### src/rtl/load_store_unit.sv
// load_store_unit
// CPU-side initiator for data_memory. Accepts one load/store at a time from the
// core, drives the memory port, and returns extended load data.
// Naturally-misaligned loads become two word reads (low word then high word).
// Misaligned stores become a run of byte stores. Every access is range-checked
// against MEM_BYTES. Split accesses are counted for the debug view.
//
// Handshakes: a request transfers on a clock edge where req_valid & req_ready
// are both high. A response transfers on an edge where resp_valid & resp_ready
// are both high. resp_valid, resp_rdata and resp_fault stay constant until that
// edge. req_ready is high only in IDLE.
//
// Ports
//   clk, rst_n                 clock, synchronous active-low reset
//   req_valid/req_ready        request handshake
//   req_write, req_funct3      store flag and RISC-V funct3
//   req_addr, req_wdata        byte address and store data
//   resp_valid/resp_ready      response handshake
//   resp_rdata, resp_fault     load result (0 for stores and faults) and fault flag
//   mem_address, mem_write_data, mem_write_enable, mem_dm_ctrl  to data_memory
//   mem_read_data              from data_memory (combinational read)
//   split_count                saturating count of split accesses
module load_store_unit #(
  parameter int MEM_BYTES = 256,
  parameter int CNT_W     = 16
) (
  input  logic             clk,
  input  logic             rst_n,
  input  logic             req_valid,
  output logic             req_ready,
  input  logic             req_write,
  input  logic [2:0]       req_funct3,
  input  logic [31:0]      req_addr,
  input  logic [31:0]      req_wdata,
  output logic             resp_valid,
  input  logic             resp_ready,
  output logic [31:0]      resp_rdata,
  output logic             resp_fault,
  output logic [31:0]      mem_address,
  output logic [31:0]      mem_write_data,
  output logic             mem_write_enable,
  output logic [2:0]       mem_dm_ctrl,
  input  logic [31:0]      mem_read_data,
  output logic [CNT_W-1:0] split_count
);

  typedef enum logic [2:0] {IDLE, LD_LO, LD_HI, ST_ONE, ST_BYTE, RESP} state_t;

  state_t      state, state_next;
  logic [31:0] addr_q, wdata_q, lo_q;
  logic [2:0]  f3_q;
  logic        write_q;
  logic [1:0]  idx_q;
  logic        we_c;

  // Request decode. It is only acted on in IDLE.
  logic [2:0]  req_size;
  logic [32:0] req_last;
  logic        req_illegal, req_range_bad, req_fault, req_aligned, req_spans, req_split;

  always_comb begin
    case (req_funct3[1:0])
      2'b00:   req_size = 3'd1;
      2'b01:   req_size = 3'd2;
      default: req_size = 3'd4;
    endcase
  end

  // The last byte is computed in 33 bits so that addresses near 2^32 cannot wrap into range.
  assign req_last      = {1'b0, req_addr} + 33'(req_size) - 33'd1;
  assign req_range_bad = req_last >= 33'(MEM_BYTES);
  assign req_illegal   = req_write ? (req_funct3 > 3'b010)
                                   : ((req_funct3 == 3'b011) || (req_funct3[2:1] == 2'b11));
  assign req_fault     = req_illegal | req_range_bad;
  assign req_aligned   = (req_funct3[1:0] == 2'b00) ||
                         ((req_funct3[1:0] == 2'b01) && !req_addr[0]) ||
                         ((req_funct3[1:0] == 2'b10) && (req_addr[1:0] == 2'b00));
  assign req_spans     = ({1'b0, req_addr[1:0]} + req_size) > 3'd4;
  assign req_split     = !req_fault && (req_write ? !req_aligned : req_spans);

  // Values derived from the captured request
  logic [2:0]  q_size;
  logic        q_spans;
  logic [31:0] lo_src, hi_src, shifted, load_data;
  logic [7:0]  store_byte;

  always_comb begin
    case (f3_q[1:0])
      2'b00:   q_size = 3'd1;
      2'b01:   q_size = 3'd2;
      default: q_size = 3'd4;
    endcase
  end

  assign q_spans = ({1'b0, addr_q[1:0]} + q_size) > 3'd4;

  // In LD_LO the low word arrives straight from memory and the high word is unused.
  // In LD_HI the low word comes from lo_q and the high word from memory.
  assign lo_src  = (state == LD_HI) ? lo_q : mem_read_data;
  assign hi_src  = (state == LD_HI) ? mem_read_data : 32'd0;
  assign shifted = 32'({hi_src, lo_src} >> {addr_q[1:0], 3'b000});

  always_comb begin
    case (f3_q)
      3'b000:  load_data = {{24{shifted[7]}}, shifted[7:0]};
      3'b001:  load_data = {{16{shifted[15]}}, shifted[15:0]};
      3'b100:  load_data = {24'd0, shifted[7:0]};
      3'b101:  load_data = {16'd0, shifted[15:0]};
      default: load_data = shifted;
    endcase
  end

  assign store_byte = 8'(wdata_q >> {idx_q, 3'b000});

  // State register
  always_ff @(posedge clk) begin
    if (!rst_n) state <= IDLE;
    else        state <= state_next;
  end

  // Next state and memory-port outputs
  always_comb begin
    state_next     = state;
    req_ready      = 1'b0;
    resp_valid     = 1'b0;
    mem_address    = 32'd0;
    mem_write_data = 32'd0;
    mem_dm_ctrl    = 3'b010;
    we_c           = 1'b0;
    case (state)
      IDLE: begin
        req_ready = 1'b1;
        if (req_valid) begin
          if (req_fault)        state_next = RESP;
          else if (!req_write)  state_next = LD_LO;
          else if (req_aligned) state_next = ST_ONE;
          else                  state_next = ST_BYTE;
        end
      end
      LD_LO: begin
        mem_address = {addr_q[31:2], 2'b00};
        state_next  = q_spans ? LD_HI : RESP;
      end
      LD_HI: begin
        mem_address = {addr_q[31:2], 2'b00} + 32'd4;
        state_next  = RESP;
      end
      ST_ONE: begin
        mem_address    = addr_q;
        mem_dm_ctrl    = f3_q;
        mem_write_data = wdata_q;
        we_c           = 1'b1;
        state_next     = RESP;
      end
      ST_BYTE: begin
        mem_address    = addr_q + {30'd0, idx_q};
        mem_dm_ctrl    = 3'b000;
        mem_write_data = {24'd0, store_byte};
        we_c           = 1'b1;
        if ({1'b0, idx_q} == (q_size - 3'd1)) state_next = RESP;
      end
      RESP: begin
        resp_valid = 1'b1;
        if (resp_ready) state_next = IDLE;
      end
      default: state_next = IDLE;
    endcase
  end

  // Gating with rst_n blocks writes in any reset cycle, including one in the middle of a store.
  assign mem_write_enable = we_c & rst_n;

  // Datapath registers
  always_ff @(posedge clk) begin
    if (!rst_n) begin
      addr_q      <= 32'd0;
      wdata_q     <= 32'd0;
      f3_q        <= 3'd0;
      write_q     <= 1'b0;
      lo_q        <= 32'd0;
      idx_q       <= 2'd0;
      resp_rdata  <= 32'd0;
      resp_fault  <= 1'b0;
      split_count <= '0;
    end else begin
      case (state)
        IDLE: if (req_valid) begin
          addr_q     <= req_addr;
          wdata_q    <= req_wdata;
          f3_q       <= req_funct3;
          write_q    <= req_write;
          idx_q      <= 2'd0;
          resp_rdata <= 32'd0;
          resp_fault <= req_fault;
          if (req_split && (split_count != '1)) split_count <= split_count + 1'b1;
        end
        LD_LO: begin
          lo_q <= mem_read_data;
          if (!q_spans) resp_rdata <= load_data;
        end
        LD_HI:   resp_rdata <= load_data;
        ST_BYTE: idx_q <= idx_q + 2'd1;
        default: ;
      endcase
    end
  end

endmodule

### config.mk
export PLATFORM = sky130hd
export DESIGN_NAME = load_store_unit
export DESIGN_NICKNAME = d
export VERILOG_FILES = /design/src/rtl/load_store_unit.sv
export SDC_FILE = /design/constraint.sdc
export NUM_CORES = 1
export LEC_CHECK = 0
export BUFFER_PORTS_ARGS = -buffer_cell sky130_fd_sc_hd__buf_2
export CORE_MARGIN = 2
export CORE_UTILIZATION = 40
export CTS_CLUSTER_DIAMETER = 100
export DETAILED_ROUTE_END_ITERATION = 10
export RECOVER_POWER = 50
export SKIP_CTS_REPAIR_TIMING = 1
export SLEW_MARGIN = 10
export SYNTH_ARGS = -nofsm -noshare
export SYNTH_HDL_FRONTEND = slang
export SYNTH_SLANG_ARGS = --single-unit
### constraint.sdc
create_clock -name clk -period 6.2 [get_ports clk]
set_clock_uncertainty 0.15 [all_clocks]
set_input_delay 0.62 -clock clk [delete_from_list [all_inputs] [get_ports clk]]
set_output_delay 0.62 -clock clk [all_outputs]
set_load 0.005 [all_outputs]
**Word level (Yosys, flattened, before mapping)**

Index checks and enable logic that the tools add are counted.

- $add $sub $neg: 9
- Order comparisons: 4
- Equality and inequality tests: 19
- Shift-type cells: 2
- Multiplexer cells: 26
- Bitwise gates (word level): 2
- Reductions and logical operators: 24

Operators by type and width:

| cell | count |
|---|---|
| case mux 32 bit (4 select lines) | 2 |
| 2-to-1 mux 32 bit | 4 |
| case mux 32 bit (3 select lines) | 1 |
| case mux 32 bit (2 select lines) | 1 |
| >> shifter 64 x 5 -> 32 bit | 1 |
| adder 32 x 3 -> 33 bit | 1 |
| greater-or-equal comparator 33 x 9 -> 1 bit (second input constant) | 1 |
| subtractor 33 x 1 -> 33 bit (second input constant) | 1 |
| adder 32 x 2 -> 32 bit | 1 |
| adder 32 x 3 -> 32 bit (second input constant) | 1 |
| >> shifter 32 x 5 -> 8 bit | 1 |
| 2-to-1 mux 3 bit | 7 |
| case mux 3 bit (2 select lines) | 3 |
| adder 16 x 1 -> 16 bit (second input constant) | 1 |
| inequality test 16 bit (second input constant) | 1 |
| case mux 3 bit (5 select lines) | 1 |
| == test 3 bit (second input constant) | 4 |
| == test 3 x 2 -> 1 bit (second input constant) | 3 |
| AND reduction 3 bit | 3 |
| inequality test 2 bit (second input constant) | 4 |
| adder 2 x 3 -> 3 bit | 2 |
| == test 3 x 1 -> 1 bit (second input constant) | 2 |
| greater-than comparator 3 bit (second input constant) | 2 |
| zero test 2 bit | 3 |
| 19 further kinds | 35 |

- Bits in registers: 153
- Output and inout bits: 119

**Depth between registers and ports, before layout**

Gate-level depths: netlist of the first run.

- Depth in word-level cells: 10
- Gate-level depth with buffers: 19
- Mapped depth without buffers: 17

**Worst setup path after synthesis of the first run**

OpenSTA, ideal clock, no wires.

- Kind: in2reg
- Start: in req_funct3[1]
- End: reg split_count[0]
- Library setup time: 0.070 ns
- Arrival time: 4.202 ns
- Data required time: 5.980 ns
- Path slack: 1.778 ns
- Stages: 18
- Path through: clkbuf_1 -> inv_1 -> nand2_1 -> ha_1 -> inv_1 -> ha_1 -> inv_1 -> fa_1 -> nor2b_1 -> o2111ai_1 -> a211oi_1 -> o21ai_2 -> a2111oi_4 -> a31oi_2 -> a2111oi_4 -> nand2_1 -> or3_1 -> a21oi_1

- Cells in the longest elaborated chain, start to end: 10
- Elaborated cells on any way between the ends: 25
- Those cells by class: add/sub (3); order compare (3); eq/ne (4); mux (3); bitwise (1); reduce/logical (11)

RTL lines:

| item | line | RTL |
|---|---|---|
| start, declared | 32 | `input logic [2:0] req_funct3,` |
| == test 2 x 1 -> 1 bit or zero test 2 bit (tied branches) | 62, 76, 75 |  |
| case mux 3 bit (2 select lines) | 62 | `case (req_funct3[1:0])` |
| adder 32 x 3 -> 33 bit | 70 | `assign req_last = {1'b0, req_addr} + 33'(req_size) - 33'd1;` |
| subtractor 33 x 1 -> 33 bit | 70 |  |
| greater-or-equal comparator 33 x 9 -> 1 bit | 71 | `assign req_range_bad = req_last >= 33'(MEM_BYTES);` |
| OR 1 bit | 74 | `assign req_fault = req_illegal \| req_range_bad;` |
| zero test 1 bit | 79 | `assign req_split = !req_fault && (req_write ? !req_aligned : req_spans);` |
| logical AND 1 bit (*) | 79 |  |
| logical AND 1 bit (*) | 195 | `if (req_split && (split_count != '1)) split_count <= split_count + 1'b1;` |
| AND reduction 3 bit (no line) (*) | n/a |  |
| end signal, assigned | 195 |  |
| end, declared | 44 | `output logic [CNT_W-1:0] split_count` |

Every way passes the cells marked *; elsewhere a longest branch is shown, timed or not.
A chain may end at the register's enable or synchronous reset.

**Worst setup path in the final report of the first run**

- Start: reg state[0]
- End: out mem_address[23]

- Cells in the longest elaborated chain, start to end: 2
- Elaborated cells on any way between the ends: 5
- Those cells by class: eq/ne (4); mux (1)

RTL lines:

| item | line | RTL |
|---|---|---|
| start, declared | 49 | `state_t state, state_next;` |
| start signal, assigned | 118 | `else state <= state_next;` |
| == test 3 bit (tied with other cells) | 130 | `case (state)` |
| case mux 32 bit (4 select lines) (*) | 130 |  |
| end, declared | 39 | `output logic [31:0] mem_address,` |

Marked as above.

==> flow_summary.json, run 1 <==
{
  "die_height_um": 173.7,
  "layout_common_cells": "310 x nand2_1, 195 x a21oi_1, 183 x buf_2",
  "coreArea_um2": 28550,
  "ant_nets": 0,
  "clk_path_buf_depth": 2,
  "numCtsBuffers": 17,
  "track_usage": 0.2523,
  "violations": "capacitance limit, slew limit",
  "layout_worst_path_cycle_share": 0.8574,
  "async_flop_share": 0,
  "crit_path_frequent_cell": "o21ai_0",
  "hold_path_class": "in2reg",
  "max_slew_margin": -1.116,
  "drc": 0,
  "clk_latency_ns": 0.43,
  "whs_ns": 0.2744,
  "start_util": 0.4035,
  "worst_ep_required_time_ns": 5.43,
  "hpwl_mm": 28.74,
  "setup.worst_path.start_class": "register",
  "syn2layout_area_growth_pct": 15.48,
  "drt_first_iter_violations": 1008,
  "pwr-share-seq": 0.334,
  "wire_per_inst_um": 18.48,
  "worstHoldStart": "mem_read_data[27]",
  "final_common_cell": "nand2_1",
  "r2r_start": "state[0]$_SDFFE_PN0P_",
  "yosys.cell_types.count": 81,
  "die_w_um": 173.7,
  "p_switching_mw": 1.754,
  "p_int_mw": 2.346,
  "grt_overflow_total": 0,
  "period_needed_ns": 5.316,
  "syn_area_um2": 11520,
  "drt_pass1_iterations": 5,
  "critPathMaxStageDelay_ns": 1.56,
  "grt_pass1_wl_mm": 62.16,
  "htree_num_levels": 4,
  "pwr_density_cell_nw_per_um2": 308.2,
  "grt_pass1_vias": 11390,
  "clkPwrFrac": 0.262,
  "syn_inst": 1596,
  "fp-row-count": 62,
  "vias_per_cell": 5.770,
  "grt_max_degree": 72,
  "peakVddDrop_mv": 0.1919,
  "clockRootBuffer": "clkbuf_16",
  "path_max_fanout": 45,
  "swShare": 0.4279,
  "hold_violations": 0,
  "fill_cells": 3017,
  "drt_wl_total_mm": 39.32,
  "final_nets": 1879,
  "slew_viol_final": 186,
  "design_area_um2": 13300,
  "worstPathCellList": "clkbuf_1, nor2_1, a21oi_1, o21ai_0, nand2_1, o21ai_0, buf_2",
  "critPathKind": "reg2out",
  "drive_gt1_frac": 0.1698,
  "io_pins": 223,
  "synth_edf_count": 0,
  "yosys_warnings": 0,
  "setup_viol": 0,
  "vias": 12280,
  "yosys_register_bits": 153,
  "synth_area_per_cell_um2": 7.218,
  "p_leak_nw": 5.182,
  "portBuffers": 222,
  "place_congestion": 0.9134,
  "cts_tree": "done",
  "drv_cap": 4,
  "dieArea_um2": 30170,
  "clock.fmax_ghz": 0.1881,
  "crit_arrival_ns": 4.55,
  "final_core_util": 0.4660,
  "placed_area_um2": 12750,
  "antenna_found_initial": 0,
  "synthFlopType": "dfxtp_1",
  "yosysSeqAreaShare": 0.2659,
  "p_comb_frac": 0.404,
  "tightest_slew_ns": 3.174,
  "slowest_stage": "clkbuf_1",
  "synth_nets": 1745,
  "clk_pin_slew_ns": 0.08,
  "power.total_mw": 4.100,
  "setup_tns_ns": 0,
  "cp-startpoint": "state[0]$_SDFFE_PN0P_",
  "cp-end-kind": "output port",
  "clock_sinks": 153,
  "status": "finished with violations",
  "rsz0062_at_grt": "no"
}
## through the flow
| step | worst slack [ns] | cells |
|---|---|---|
| after floorplan | 1.778 | 1596 |
| after global placement | 1.060 | 2095 |
| after detailed placement | 0.9819 | 2095 |
| after CTS | 1.415 | 2127 |
| after global routing | 0.6126 | 2127 |
| final | 0.8843 | 2128 |
## per-layer routing
| metal | vias to the layer above | GRT usage | wire [µm] |
|---|---|---|---|
| met5 | - | 0 | 0 |
| met4 | 0 | 0.06968 | 898 |
| met3 | 57 | 0.02939 | 1879 |
| met2 | 422 | 0.4085 | 18160 |
| met1 | 5848 | 0.3549 | 18380 |
| li1 | 5951 | - | - |
## worst paths after layout
check	endpoint	slack (ns)	depth (start not counted)
worst max-delay path	mem_address[23]	0.88	7
worst min-delay path	lo_q[27]$_SDFFE_PN0P_	0.27	3
worst max register to register	resp_rdata[26]$_SDFFE_PN0P_	1.40	8
worst min register to register	resp_rdata[8]$_SDFFE_PN0P_	0.30	2
## registers in the layout, indices dropped and copies added, names as in the netlist
signal	cells
lo_q	32
idx_q	2
split_count	16
wdata_q	32
f3_q	3
resp_rdata	32
state	3
addr_q	32
resp_fault	1
## cell type report
type / count / area (µm²) / share of cell area
multi-input cells: 1239 / 7672 / 0.5767
flip-flops and latches: 153 / 3064 / 0.2303
repair buffers: 238 / 1169 / 0.08785
well taps: 384 / 480.5 / 0.03612
clock buffers: 17 / 425.4 / 0.03198
inverters: 81 / 306.5 / 0.02304
clock inverters: 15 / 182.7 / 0.01373
diodes: 1 / 2.502 / 0.0001881
## power groups by stage
stage / clock, mW / combinational (mW) / sequential, mW
2_1_floorplan: 0 / 1.18 / 1.29
3_3_place_gp: 0 / 1.61 / 1.38
3_5_place_dp: 0 / 1.64 / 1.39
4_1_cts: 1.09 / 1.65 / 1.37
5_1_grt: 1.14 / 1.84 / 1.40
6_report: 1.07 / 1.66 / 1.37
## Yosys cell counts, types with 12 or more instances
master | n | share of area
nand2_1 | 311 | 0.10
a21oi_1 | 195 | 0.085
dfxtp_1 | 153 | 0.27
nor2_1 | 102 | 0.033
clkbuf_1 | 94 | 0.031
inv_1 | 81 | 0.026
o21ai_0 | 77 | 0.033
ha_1 | 41 | 0.045
mux2i_1 | 38 | 0.033
and3_1 | 37 | 0.020
nor3_1 | 33 | 0.014
nand3_1 | 26 | 0.011
xnor2_1 | 23 | 0.017
nand4_1 | 21 | 0.011
mux2_2 | 20 | 0.020
a211oi_1 | 19 | 0.012
a31oi_1 | 19 | 0.010
a22oi_1 | 18 | 0.012
nand2b_1 | 17 | 0.0092
o32ai_1 | 17 | 0.013
mux4_2 | 16 | 0.031
nor2b_1 | 13 | 0.0071
o211ai_1 | 13 | 0.0085
o21a_1 | 13 | 0.0085
and2_1 | 12 | 0.0065
buf_2 | 12 | 0.0052
o31ai_1 | 12 | 0.0078
## worst max-delay path, delay by kind of cell (launching register included)
family	cells	cell delay (ns)
flops	1	1.06
simple gates	2	0.47
buf+inv	2	1.73
compound gates	3	0.83
## kinds of logic after synthesis
| group | share of synthesized area |
|---|---|
| adder cells (fa/ha/maj) | 0.05148 |
| AO/OA/AOI/OAI | 0.2603 |
| AND/OR/NAND/NOR | 0.2456 |
| buffers and inverters | 0.07082 |
| XOR/XNOR | 0.02205 |
| multiplexers | 0.08385 |
| flip-flops | 0.2659 |
No activity file was read; power rests on OpenSTA's default activity.
==> inputs of run 2 (changes only) <==
--- a/config.mk
+++ b/config.mk
@@ -7,9 +7,10 @@
 export LEC_CHECK = 0
 export BUFFER_PORTS_ARGS = -buffer_cell sky130_fd_sc_hd__buf_2
 export CORE_MARGIN = 2
-export CORE_UTILIZATION = 40
+export CORE_UTILIZATION = 55
 export CTS_CLUSTER_DIAMETER = 100
 export DETAILED_ROUTE_END_ITERATION = 10
+export PLACE_DENSITY = 0.79
 export RECOVER_POWER = 50
 export SKIP_CTS_REPAIR_TIMING = 1
 export SLEW_MARGIN = 10
==> flow_summary.json, run 2 (synthesis gave the netlist of run 1 again) <==
{
  "final_nets": 1881,
  "drt_first_iter_violations": 1319,
  "pre_cts_slack_ns": 1.033,
  "grt_max_degree": 72,
  "clock_sinks": 153,
  "grt_pass1_vias": 11310,
  "layout_worst_path_cycle_share": 0.8457,
  "place_congestion": 0.9460,
  "fill_cells": 1851,
  "slew_viol_final": 158,
  "drt_wl_total_mm": 36.87,
  "antenna_found_initial": 3,
  "dieArea_um2": 22120,
  "slowest_stage": "clkbuf_1",
  "period_needed_ns": 5.243,
  "clk_path_buf_depth": 2,
  "vias": 12560,
  "rsz0062_at_grt": "no",
  "setup.worst_path.start_class": "register",
  "tightest_slew_ns": 3.113,
  "critPathMaxStageDelay_ns": 2.23,
  "final.setup.worst_slack_ns": 0.9570,
  "max_slew_margin": -1.075,
  "grt_pass1_wl_mm": 58.10,
  "ant_nets": 0,
  "coreArea_um2": 20360,
  "drv_cap": 3,
  "hpwl_mm": 26.50,
  "hold_violations": 0,
  "status": "finished with violations",
  "peakVddDrop_mv": 0.2323,
  "clk_latency_ns": 0.44,
  "violations": "capacitance limit, slew limit",
  "track_usage": 0.3250,
  "setup_viol": 0,
  "path_max_fanout": 70,
  "placed_area_um2": 12620,
  "numCtsBuffers": 17,
  "clockRootBuffer": "clkbuf_16",
  "use_met2": 0.5294,
  "worstPathCellList": "nor3_1, and2_0, clkbuf_1, nand2_1, a21oi_1",
  "die_w_um": 148.7,
  "pwr_density_cell_nw_per_um2": 312.0,
  "drc": 0,
  "cp-end-kind": "register",
  "cts_tree": "done",
  "hold_path_class": "in2reg",
  "crit_arrival_ns": 5.46,
  "drive_gt1_frac": 0.1742,
  "drt_pass1_iterations": 7,
  "vias_per_cell": 6.228,
  "met1_usage": 0.4421,
  "htree_num_levels": 4,
  "io_pins": 223,
  "fp-row-count": 52,
  "design_area_um2": 13200,
  "die_height_um": 148.7,
  "worst_ep_required_time_ns": 6.41,
  "wire_per_inst_um": 18.28,
  "critPathKind": "reg2reg",
  "portBuffers": 222,
  "clock.fmax_ghz": 0.1907,
  "setup_tns_ns": 0,
  "grt_overflow_total": 0,
  "p_leak_nw": 5.232,
  "grtUsageMet3": 0.04785,
  "layout_common_cells": "310 x nand2_1, 195 x a21oi_1, 189 x buf_2",
  "clk_pin_slew_ns": 0.08,
  "syn2layout_area_growth_pct": 14.62,
  "final_common_cell": "nand2_1",
  "top_usage_layer": "met2",
  "start_util": 0.5657
}
[run 2: changes by cell type in the layout (fill, tap and decap cells not counted), moves of 2 or more]
cell and delta:
clkinv_4 -2, buf_2 +6, clkbuf_1 -6, buf_4 +4
clkinv_8 +2, inv_6 +2
[run 2: worst max-delay path, delay by kind of cell, from the launching register on]
kind,cells,cell delay [ns]
buffers and inverters,1,2.23
flip-flops,1,0.85
AND/OR/NAND/NOR,3,1.67
AO/OA/AOI/OAI,1,0.25
[run 2: area by class of cell]
cell class / count / area (µm²) / share of cell area
Inverter: 81 / 306.5 / 0.02322
Clock buffer: 17 / 425.4 / 0.03222
Clock inverter: 15 / 202.7 / 0.01535
Sequential cell: 153 / 3064 / 0.2321
Multi-Input combinational cell: 1239 / 7665 / 0.5805
Tap cell: 270 / 337.8 / 0.02559
Timing Repair Buffer: 240 / 1197 / 0.09069
Antenna cell: 2 / 5.005 / 0.0003790
[run 2: where the power goes]
part           internal, mW  leakage, nW  total (mW)  switching (mW)
logic                 0.611         3.68        1.63            1.02
registers              1.17         1.25        1.38           0.216
clock network         0.586        0.304        1.10           0.518
[run 2: metrics by stage]
| step | total power, mW | instances | utilization | hold slack (ns) |
|---|---|---|---|---|
| 5_1_grt | 4.358 | 2017 | 0.6484 | 0.2634 |
| 6_report | 4.120 | 2017 | 0.6484 | 0.2579 |
| 3_5_place_dp | 2.994 | 1983 | 0.6199 | 0.2929 |
| 3_3_place_gp | 2.955 | 1983 | 0.6199 | 0.2879 |
| 4_1_cts | 4.089 | 2015 | 0.6508 | 0.2527 |
| 2_1_floorplan | 2.472 | 1596 | - | 0.2831 |
[run 2: final timing paths]
| check | slack, ns | end | from | cells past startpoint |
|---|---|---|---|---|
| worst min-delay path | 0.26 | wdata_q[11]$_SDFFE_PN0P_ | req_wdata[11] | 3 |
| worst max register to register | 0.96 | addr_q[31]$_SDFFE_PN0P_ | state[0]$_SDFFE_PN0P_ | 5 |
| worst max-delay path | 0.96 | addr_q[31]$_SDFFE_PN0P_ | state[0]$_SDFFE_PN0P_ | 5 |
| worst min register to register | 0.30 | resp_rdata[13]$_SDFFE_PN0P_ | resp_rdata[13]$_SDFFE_PN0P_ | 2 |
[run 2: routing by layer]
metal,routed length [µm],up-vias
li1,-,5974
met1,15500,5903
met2,17170,592
met3,3045,90
met4,1133,2
met5,13,-
